--- config.mk ---
export PLATFORM = sky130hd
export DESIGN_NAME = square_wave_gen
export DESIGN_NICKNAME = d
export VERILOG_FILES = /design/src/rtl/square_wave_gen.sv
export SDC_FILE = /design/constraint.sdc
export NUM_CORES = 1
export LEC_CHECK = 0
export CORE_AREA = 2 2 107 151
export CTS_BUF_LIST = sky130_fd_sc_hd__clkbuf_8
export DETAILED_ROUTE_END_ITERATION = 10
export DIE_AREA = 0 0 109 153
export GPL_ROUTABILITY_DRIVEN = 1
export PLACE_DENSITY = 0.86
export SYNTH_ARGS = -nofsm -noshare
export SYNTH_HDL_FRONTEND = slang
export SYNTH_SLANG_ARGS = --single-unit
--- constraint.sdc ---
create_clock -name sys_clk -period 7.2 [get_ports sys_clk]
set_input_delay 2.16 -clock sys_clk [delete_from_list [all_inputs] [get_ports sys_clk]]
set_output_delay 2.16 -clock sys_clk [all_outputs]
set_load 0.05 [all_outputs]
--- src/rtl/square_wave_gen.sv ---
// Programmable square wave generator with a one-deep pending configuration register.
// Latency: config applied 1 cycle after acceptance in IDLE/HOLD, at the period boundary in RUN; sq_out lags cnt by 1 cycle.
// Backpressure: cfg_ready is low while a configuration is pending; offers made while low are ignored.
module square_wave_gen #(
    parameter int CNT_W = 32
) (
    input  logic             sys_clk,
    input  logic             sys_rst,
    input  logic             en,
    input  logic [CNT_W-1:0] cfg_period,
    input  logic [CNT_W-1:0] cfg_high,
    input  logic             cfg_valid,
    output logic             cfg_ready,
    output logic             sq_out,
    output logic             period_tick,
    output logic             cfg_err
);

    typedef enum logic [1:0] {
        IDLE = 2'd0,
        RUN  = 2'd1,
        HOLD = 2'd2
    } state_t;

    localparam logic [CNT_W-1:0] ONE = CNT_W'(1);
    localparam logic [CNT_W-1:0] TWO = CNT_W'(2);

    state_t           state;
    state_t           state_nxt;
    logic [CNT_W-1:0] cnt;
    logic [CNT_W-1:0] cnt_nxt;
    logic [CNT_W-1:0] act_period;
    logic [CNT_W-1:0] act_high;
    logic [CNT_W-1:0] pend_period;
    logic [CNT_W-1:0] pend_high;
    logic             pend_vld;
    logic             apply;
    logic             accept;
    logic             boundary;
    logic [CNT_W-1:0] eff_period;
    logic             sq_nxt;
    logic             tick_nxt;

    // A configuration can only be taken when the pending slot is empty.
    assign cfg_ready = ~pend_vld;
    assign accept    = cfg_valid & ~pend_vld;

    // Last cycle of the running period; RUN guarantees act_period >= 2 so the subtraction cannot wrap.
    assign boundary  = (state == RUN) && (cnt == act_period - ONE);

    // In IDLE the decision to start uses the configuration that is being applied this cycle, if any.
    assign eff_period = pend_vld ? pend_period : act_period;

    // Next-state, counter and apply decision for the wave FSM.
    always_comb begin
        state_nxt = state;
        cnt_nxt   = cnt;
        apply     = 1'b0;
        case (state)
            IDLE: begin
                cnt_nxt = '0;
                apply   = pend_vld;
                if (en) begin
                    state_nxt = (eff_period >= TWO) ? RUN : HOLD;
                end
            end
            RUN: begin
                if (!en) begin
                    // A boundary coinciding with en falling still takes the pending config.
                    apply     = boundary & pend_vld;
                    state_nxt = IDLE;
                    cnt_nxt   = '0;
                end else if (boundary) begin
                    apply   = pend_vld;
                    cnt_nxt = '0;
                    if (pend_vld && (pend_period < TWO)) begin
                        state_nxt = HOLD;
                    end
                end else begin
                    cnt_nxt = cnt + ONE;
                end
            end
            HOLD: begin
                cnt_nxt = '0;
                if (!en) begin
                    state_nxt = IDLE;
                end else begin
                    apply = pend_vld;
                    if (pend_vld && (pend_period >= TWO)) begin
                        state_nxt = RUN;
                    end
                end
            end
            default: begin
                state_nxt = IDLE;
                cnt_nxt   = '0;
            end
        endcase
    end

    // High phase is decided from the current count; output is suppressed when leaving or not in RUN.
    assign sq_nxt   = (state == RUN) && (state_nxt == RUN) && (cnt < act_high);
    assign tick_nxt = (state_nxt == RUN) && (cnt_nxt == '0);

    // All FSM, configuration and output registers, asynchronously cleared.
    always_ff @(posedge sys_clk or posedge sys_rst) begin
        if (sys_rst) begin
            state       <= IDLE;
            cnt         <= '0;
            act_period  <= '0;
            act_high    <= '0;
            pend_period <= '0;
            pend_high   <= '0;
            pend_vld    <= 1'b0;
            sq_out      <= 1'b0;
            period_tick <= 1'b0;
            cfg_err     <= 1'b0;
        end else begin
            state       <= state_nxt;
            cnt         <= cnt_nxt;
            sq_out      <= sq_nxt;
            period_tick <= tick_nxt;
            if (apply) begin
                act_period <= pend_period;
                act_high   <= pend_high;
                pend_vld   <= 1'b0;
            end
            // accept and apply are mutually exclusive: apply needs a full slot, accept an empty one.
            if (accept) begin
                pend_period <= cfg_period;
                pend_high   <= cfg_high;
                pend_vld    <= 1'b1;
                if (cfg_period < TWO) begin
                    cfg_err <= 1'b1;
                end
            end
        end
    end

endmodule

# Yosys cells after proc, flatten, opt, wreduce, memory -nomap -nowiden
# Cells that the tools add are included.
# totals
wordCells	52
reg_bits	166
inputBits	68
out_inout_bits	4
# classes
reduce_logical	10
n_mux	18
n_eq_ne	4
n_bitwise	3
magnitude_cmp	5
add_sub_neg	2
# op_table
operator	count
2-to-1 mux 32 bit	4
greater-or-equal comparator 32 x 2 -> 1 bit (second input constant)	2
< comparator 32 x 2 -> 1 bit (second input constant)	2
adder 32 x 1 -> 32 bit (second input constant)	1
== test 32 bit	1
logical NOT 32 bit	1
< comparator 32 bit	1
subtractor 32 x 1 -> 32 bit (second input constant)	1
2-to-1 mux 2 bit	7
logical AND 1 bit	6
one-hot mux 2 bit (3 select lines)	1
2-to-1 mux 1 bit	5
== test 2 x 1 -> 1 bit (second input constant)	2
one-hot mux 1 bit (3 select lines)	1
bitwise AND 1 bit	2
== test 2 bit (second input constant)	1
logical NOT 2 bit	1
AND reduction 2 bit	1
nonzero test 2 bit	1
NOT 1 bit	1

# Longest topological paths before layout
# Gate-level depths: netlist of run 1.
# logic_depth
depth_word	9
ltp_mapped	13
mapped_depth_nobuf	11

# Worst setup path before layout of run 1
# No wires, ideal clock.
# synth_path
kind	input-to-reg
start	input port cfg_valid
end	register pend_high[0]
arrival_time_ps	3319
required_time_ps	7075
setup_ps	125
stages	4
setup_slack_ps	3756
path_cell_list	nor2b_1 clkbuf_1 clkbuf_1 mux2_2
# synth_between
elab_chain_len	1
# synth_rtl
item	line_no	source
from (decl)	12	input logic cfg_valid,
bitwise AND 1 bit	46	assign accept = cfg_valid & ~pend_vld;
to (signal assigned)	131	pend_high <= cfg_high;
to (decl)	35	logic [CNT_W-1:0] pend_high;
# Every way passes these cells.
# A chain may end at the register's enable or synchronous reset.

# Worst setup path in the final report of run 1
# layout_path
start	register act_period[7]
end	register act_period[26]
# layout_between
elab_chain_len	6
word_cells_on_any_way	7
classes_between	add/sub (1); eq/ne (1); mux (3); bitwise (1); reduce/logical (1)
# layout_rtl
item	line_no	source
from (decl)	32	logic [CNT_W-1:0] act_period;
from (signal assigned)	124	act_period <= pend_period;
subtractor 32 x 1 -> 32 bit (*)	49	assign boundary = (state == RUN) && (cnt == act_period - ONE);
== test 32 bit (*)	49	
logical AND 1 bit (*)	49	
bitwise AND 1 bit or 2-to-1 mux 1 bit (tied branches)	70, 73	
2-to-1 mux 1 bit (*)	68	if (!en) begin
one-hot mux 1 bit (3 select lines) (*)	59	case (state)
# Every way passes the cells marked *; elsewhere a longest branch is shown, timed or not.

==> impl_metrics.tcl, run 1 <==
set metrics [dict create \
    clkLatencyLatePin_ns 0.47 \
    die_width_um 109 \
    grt_pass1_wl_mm 32.0 \
    p_leak_uw 0.00434 \
    critPathMaxFanout 65 \
    path_clk_slew_ns 0.08 \
    first_pass_iters 5 \
    max-slew-margin-rel_pct 40.9 \
    start_kind "register" \
    viasPerCell 5.95 \
    final.setup_skew_ns 0.0123 \
    required_ns 7.54 \
    row_count 54 \
    die_area_um2 16700 \
    hold_buffers 0 \
    grt_max_degree 82 \
    grt_use_total_pct 24.5 \
    syn-cell-area_um2 9170 \
    synth_cell_types 63 \
    whs_ns 0.470 \
    synth_top_area_share_pct 45.3 \
    dr_total_vias 6580 \
    worstHoldEndpoint "cfg_err" \
    p_per_area_nw_per_um2 342 \
    ant_nets 0 \
    areaGrowthSynthToFinish_pct 13.1 \
    rsz0062_at_grt "false" \
    globalplace.congestion 0.942 \
    cp_num_cells 9 \
    regToRegSetupSlack_ns 3.05 \
    cts_sinks 166 \
    io_pins 72 \
    ys_seq_area_share_pct 45.3 \
    synth.cells.most_frequent "dfrtp_1 (166), nor2_1 (69), mux2_2 (65)" \
    core_area_um2 15300 \
    max_slew.worst_pin.slew_ns 0.886 \
    arrival_ns 4.49 \
    portBuffers 71 \
    wl_mm 19.0 \
    cts.htree.levels 4 \
    cp-end-kind "register" \
    cap_violations 0 \
    tns_ns 0 \
    diodes 0 \
    fin_crit_sh_pct 57.6 \
    clock.fmax_ghz 0.241 \
    crit_top_cell "nor4_2" \
    async_flop_share_pct 100 \
    min_path_type "register to register" \
    hold_violations 0 \
    cp_cell_sequence "nor4_2 -> nand4_1 -> nor3_1 -> mux2_2 -> nor4_2 -> nand4b_4 -> a31oi_4 -> buf_4 -> mux2_1" \
    finalNetCount 1002 \
    synth_edf_count 0 \
    cts_setup_buffers 0 \
    yosysTopAreaCell "dfrtp_1" \
    slowest_stage "buf_4" \
    r2r_start "act_period[7]" \
    synth_cells 843 \
    synthTopCellsByArea "dfrtp_1 (45%), mux2_2 (8.0%), mux2_1 (7.9%)" \
    report.final.slew_viol_count 0 \
    drc 0 \
    drive_gt1_share_pct 13.3 \
    syn_nets 948 \
    outcome "completed" \
    peakVddDrop_mv 0.184 \
    cts-root-buf "clkbuf_8" \
    whs_path_depth 1 \
    cpPeakStageDelay_ns 0.63 \
    initial_core_util_pct 59.8 \
    die_h_um 153 \
    yosys_most_used_dff "dfrtp_1" \
    cts_resized 0 \
    yosys_warnings 0 \
    synth-seq-cells 166 \
    critPathBufInv 1 \
    rr_worst_depth 9 \
    clk_path_buf_depth 2 \
    grt_overflow_total 0 \
    grt_antenna_before_repair 0 \
    yosys.cell_count.top_type "dfrtp_1" \
    syn_avg_cell_area_um2 10.9 \
    rr_endpoint "act_period[26]" \
    path_delay_family "simple AND/OR/NAND/NOR gates" \
    cts_tree "built" \
    hpwl_mm 14.2 \
    path_class "register to register" \
    setup_viol 0 \
    grt_pass1_vias 6675 \
    hold_start "cfg_err" \
    cts_made_buffers 17 \
    post_drt_wl_per_cell_um 17.2 \
    min_period_ns 4.15 \
    drtIter0Drc 338 \
]
==> routing by layer <==
metal  vias up  track usage, %  routed length (um)
li1       3137               -                   -
met1      3210            29.9                7710
met2       189            41.7                9950
met3        44            4.26                 719
met4         0            11.1                 641
met5         -               0                   0
==> worst max path at each step <==
| stage | from | endpoint | slack (ns) |
|---|---|---|---|
| 3_5_place_dp | cfg_valid | pend_period[25] | 2.83 |
| 2_1_floorplan | sys_rst | act_high[0] | 0.55 |
| 5_1_grt | act_period[2] | act_high[17] | 2.80 |
| 4_1_cts | pend_vld | cfg_ready | 3.08 |
| 3_3_place_gp | cfg_valid | pend_period[26] | 2.86 |
| 6_report | act_period[7] | act_period[26] | 3.05 |
==> worst register-to-register path, delay by kind of cell (launching register included) <==
kind	cells	cell delay [ns]
compound gates	1	0.20
buf+inv	1	0.63
mux	2	0.89
flops	1	0.45
simple gates	5	1.85
==> final cells by class <==
| class | count | area (um2) |
|---|---|---|
| Clock buffer | 17 | 234 |
| Clock inverter | 14 | 153 |
| Fill cell | 1130 | 4970 |
| Inverter | 48 | 185 |
| Multi-Input combinational cell | 587 | 4640 |
| Sequential cell | 166 | 4150 |
| Tap cell | 196 | 245 |
| Timing Repair Buffer | 77 | 756 |
==> where the power goes <==
part	switching, uW	total [uW]	internal [uW]
Combinational	583	1220	641
Sequential	348	1670	1320
Clock	344	653	308
Total	1270	3540	2270
==> cells in the final DEF, fill, tap and decap left out, drive strengths merged, types with 15 or more instances in the layout <==
cell	synthesis	layout
inv	48	51
nand3	26	26
nor3	32	32
nand4	19	19
a21oi	15	15
ha	37	37
mux2	129	129
nand2	29	29
nor2	69	69
nor4	33	33
xor2	31	31
dfrtp	166	166
clkdlybuf4s50	0	71
xnor2	49	49
clkbuf	28	17
==> through the flow <==
stage / util, % / power [uW] / setup WS (ns) / std cells / instance area [um2]
global route: 67.6 / 3790 / 2.80 / 1105 / 10400
finish: 67.6 / 3540 / 3.05 / 1105 / 10400
CTS: 67.6 / 3570 / 3.08 / 1105 / 10400
detailed placement: 65.1 / 2910 / 2.83 / 1074 / 9980
global placement: 65.1 / 2820 / 2.86 / 1074 / 9980
floorplan: - / 2570 / 0.550 / 843 / 9170
==> cells by family after synthesis <==
| family | synth area share, % |
|---|---|
| compound gates | 6.67 |
| xor+xnor | 7.64 |
| fa+ha+maj | 5.05 |
| buf+inv | 4.24 |
| flops | 45.3 |
| mux | 16.0 |
| simple gates | 15.1 |
==> flip-flops by register name, indices dropped and copies added (netlist names) <==
signal       count
act_high        32
act_period      32
cnt             32
pend_high       32
pend_period     32
state            2
cfg_err          1
pend_vld         1
period_tick      1
sq_out           1
Note: power is estimated with default switching activity, not from simulation.
==> run 2: changes to the inputs <==
==> constraint.sdc (replaced) <==
create_clock -name sys_clk -period 3.9 [get_ports sys_clk]
set_input_delay 1.17 -clock sys_clk [delete_from_list [all_inputs] [get_ports sys_clk]]
set_output_delay 1.17 -clock sys_clk [all_outputs]
set_load 0.05 [all_outputs]
==> impl_metrics.tcl, run 2 (synthesis results as in run 1) <==
set metrics [dict create \
    outcome "completed" \
    post_drt_wl_per_cell_um 17.4 \
    top_layer "met4" \
    tns_ns 0 \
    clock.fmax_ghz 0.274 \
    p_clk_share_pct 19.5 \
    power_frac_seq_pct 46.1 \
    pre_cts_ws_ns 0.169 \
    viasPerCell 5.96 \
    p_sw_uw 2320 \
    initial_core_util_pct 59.8 \
    final.setup_skew_ns 0.00751 \
    layout_common_cells "dfrtp_1 (166), clkdlybuf4s50_1 (71), nor2_1 (69)" \
    die_width_um 109 \
    grt_max_degree 99 \
    fin_ws_ns 0.246 \
    setup_viol 0 \
    cp-end-kind "register" \
    met1Wirelength_mm 7.88 \
    areaGrowthSynthToFinish_pct 14.5 \
    cts_resized 0 \
    peakVddDrop_mv 0.370 \
    core_area_um2 15300 \
    drive_gt1_share_pct 13.4 \
    grt_pass1_vias 6707 \
    cts_made_buffers 17 \
    fin_crit_sh_pct 93.7 \
    required_ns 4.25 \
    max-slew-margin-rel_pct 55.4 \
    max_slew.worst_pin.slew_ns 0.663 \
    path_class "register to register" \
    cts-root-buf "clkbuf_8" \
    start_kind "register" \
    cts_setup_buffers 0 \
    internal-power_uw 4360 \
    portBuffers 71 \
    pwr-share-comb_pct 34.4 \
    report.final.slew_viol_count 0 \
    switching_share_pct 34.7 \
    diodes 0 \
    wl_mm 19.3 \
    path_clk_slew_ns 0.08 \
    p_leak_uw 0.00442 \
    min_path_type "register to register" \
    grt_pass1_wl_mm 32.3 \
    grt_overflow_total 0 \
    drtIter0Drc 365 \
    num-fill-cells 1132 \
    die_h_um 153 \
    grt_antenna_before_repair 0 \
    cap_violations 0 \
    hold_violations 0 \
    cts.htree.levels 4 \
    dr_total_vias 6627 \
    critPathMaxFanout 65 \
    arrival_ns 4.01 \
    cts_sinks 166 \
    p_per_area_nw_per_um2 636 \
    rsz0062_at_grt "false" \
    finalNetCount 1008 \
    drc 0 \
    routed-wl-met3_um 592 \
    min_period_ns 3.65 \
    hpwl_mm 14.0 \
    io_pins 72 \
    grt_use_total_pct 24.9 \
    first_pass_iters 5 \
    final_common_cell "dfrtp_1" \
    globalplace.congestion 0.916 \
    ant_nets 0 \
    hold_buffers 0 \
    met2WireLength_mm 10.2 \
    die_area_um2 16700 \
    clkLatencyLatePin_ns 0.47 \
    row_count 54 \
    cts_tree "built" \
    clk_path_buf_depth 2 \
]
## run 2: cell count changes in the layout (fill, tap and decap cells not counted), sizes merged
| cell | delta |
|---|---|
| clkbuf | +1 |
| inv | +1 |
| buf | +6 |
| clkinvlp | -1 |
| clkinv | -3 |
| bufinv | +2 |
## run 2: routing by layer
layer	track usage [%]	vias to the layer above
met5	0	-
met4	11.8	0
met3	3.88	42
met2	42.4	162
met1	30.5	3272
li1	-	3151
## run 2: per-stage QoR
step	total power (uW)	hold slack, ns	util, %	instance area, um2	instances
3_5_place_dp	5390	0.463	65.7	10100	1080
6_report	6670	0.483	68.4	10500	1111
2_1_floorplan	4740	0.458	-	9170	843
5_1_grt	7120	0.504	68.4	10500	1111
4_1_cts	6720	0.485	68.4	10500	1111
3_3_place_gp	5270	0.451	65.7	10100	1080
## run 2: area by class of cell
| cell class | instances | area [um2] | share of cell area (%) |
|---|---|---|---|
| clock buffer | 18 | 248 | 2.36 |
| clock inverter | 13 | 168 | 1.60 |
| inverter | 48 | 184 | 1.75 |
| multi-input combinational | 587 | 4650 | 44.3 |
| sequential | 166 | 4150 | 39.6 |
| tap | 196 | 245 | 2.34 |
| timing repair buffer | 83 | 851 | 8.11 |
## run 2: power by group through the flow
stage / registers (uW) / clock network (uW) / logic, uW
final: 3070 / 1300 / 2300
after global routing: 3180 / 1390 / 2550
after CTS: 3070 / 1330 / 2320
after detailed placement: 3100 / 0 / 2290
after global placement: 3070 / 0 / 2200
after floorplan: 2880 / 0 / 1860
## run 2: path summary, 6_finish.rpt
check                              start       endpoint  slack (ns)  cells past startpoint
hold / removal                   cfg_err        cfg_err        0.48                      1
setup reg to reg           act_period[7]    act_high[4]        0.25                      9
min in group asynchronous        sys_rst   pend_high[1]        1.17                      3
setup / recovery           act_period[7]    act_high[4]        0.25                      9
max in group asynchronous        sys_rst  pend_high[24]        2.25                      3
hold reg to reg                  cfg_err        cfg_err        0.48                      1
## run 2: worst max-delay path: stages (launching register included)
cell and delay (ns):
dfrtp_1 0.45, nor4_2 0.48, nand4_1 0.35, nor3_1 0.24, mux2_2 0.38, nor4_2 0.49, nand4b_4 0.16, a31oi_4 0.23
buf_12 0.33, mux2_1 0.37
==> run 3: changes to the inputs <==
--- a/config.mk
+++ b/config.mk
@@ -11,6 +11,7 @@
 export DIE_AREA = 0 0 109 153
 export GPL_ROUTABILITY_DRIVEN = 1
 export PLACE_DENSITY = 0.86
+export SLEW_MARGIN = 40
 export SYNTH_ARGS = -nofsm -noshare
 export SYNTH_HDL_FRONTEND = slang
 export SYNTH_SLANG_ARGS = --single-unit
==> results of run 3 <==
No change in the layout: final DEF, timing and power equal those of run 2.
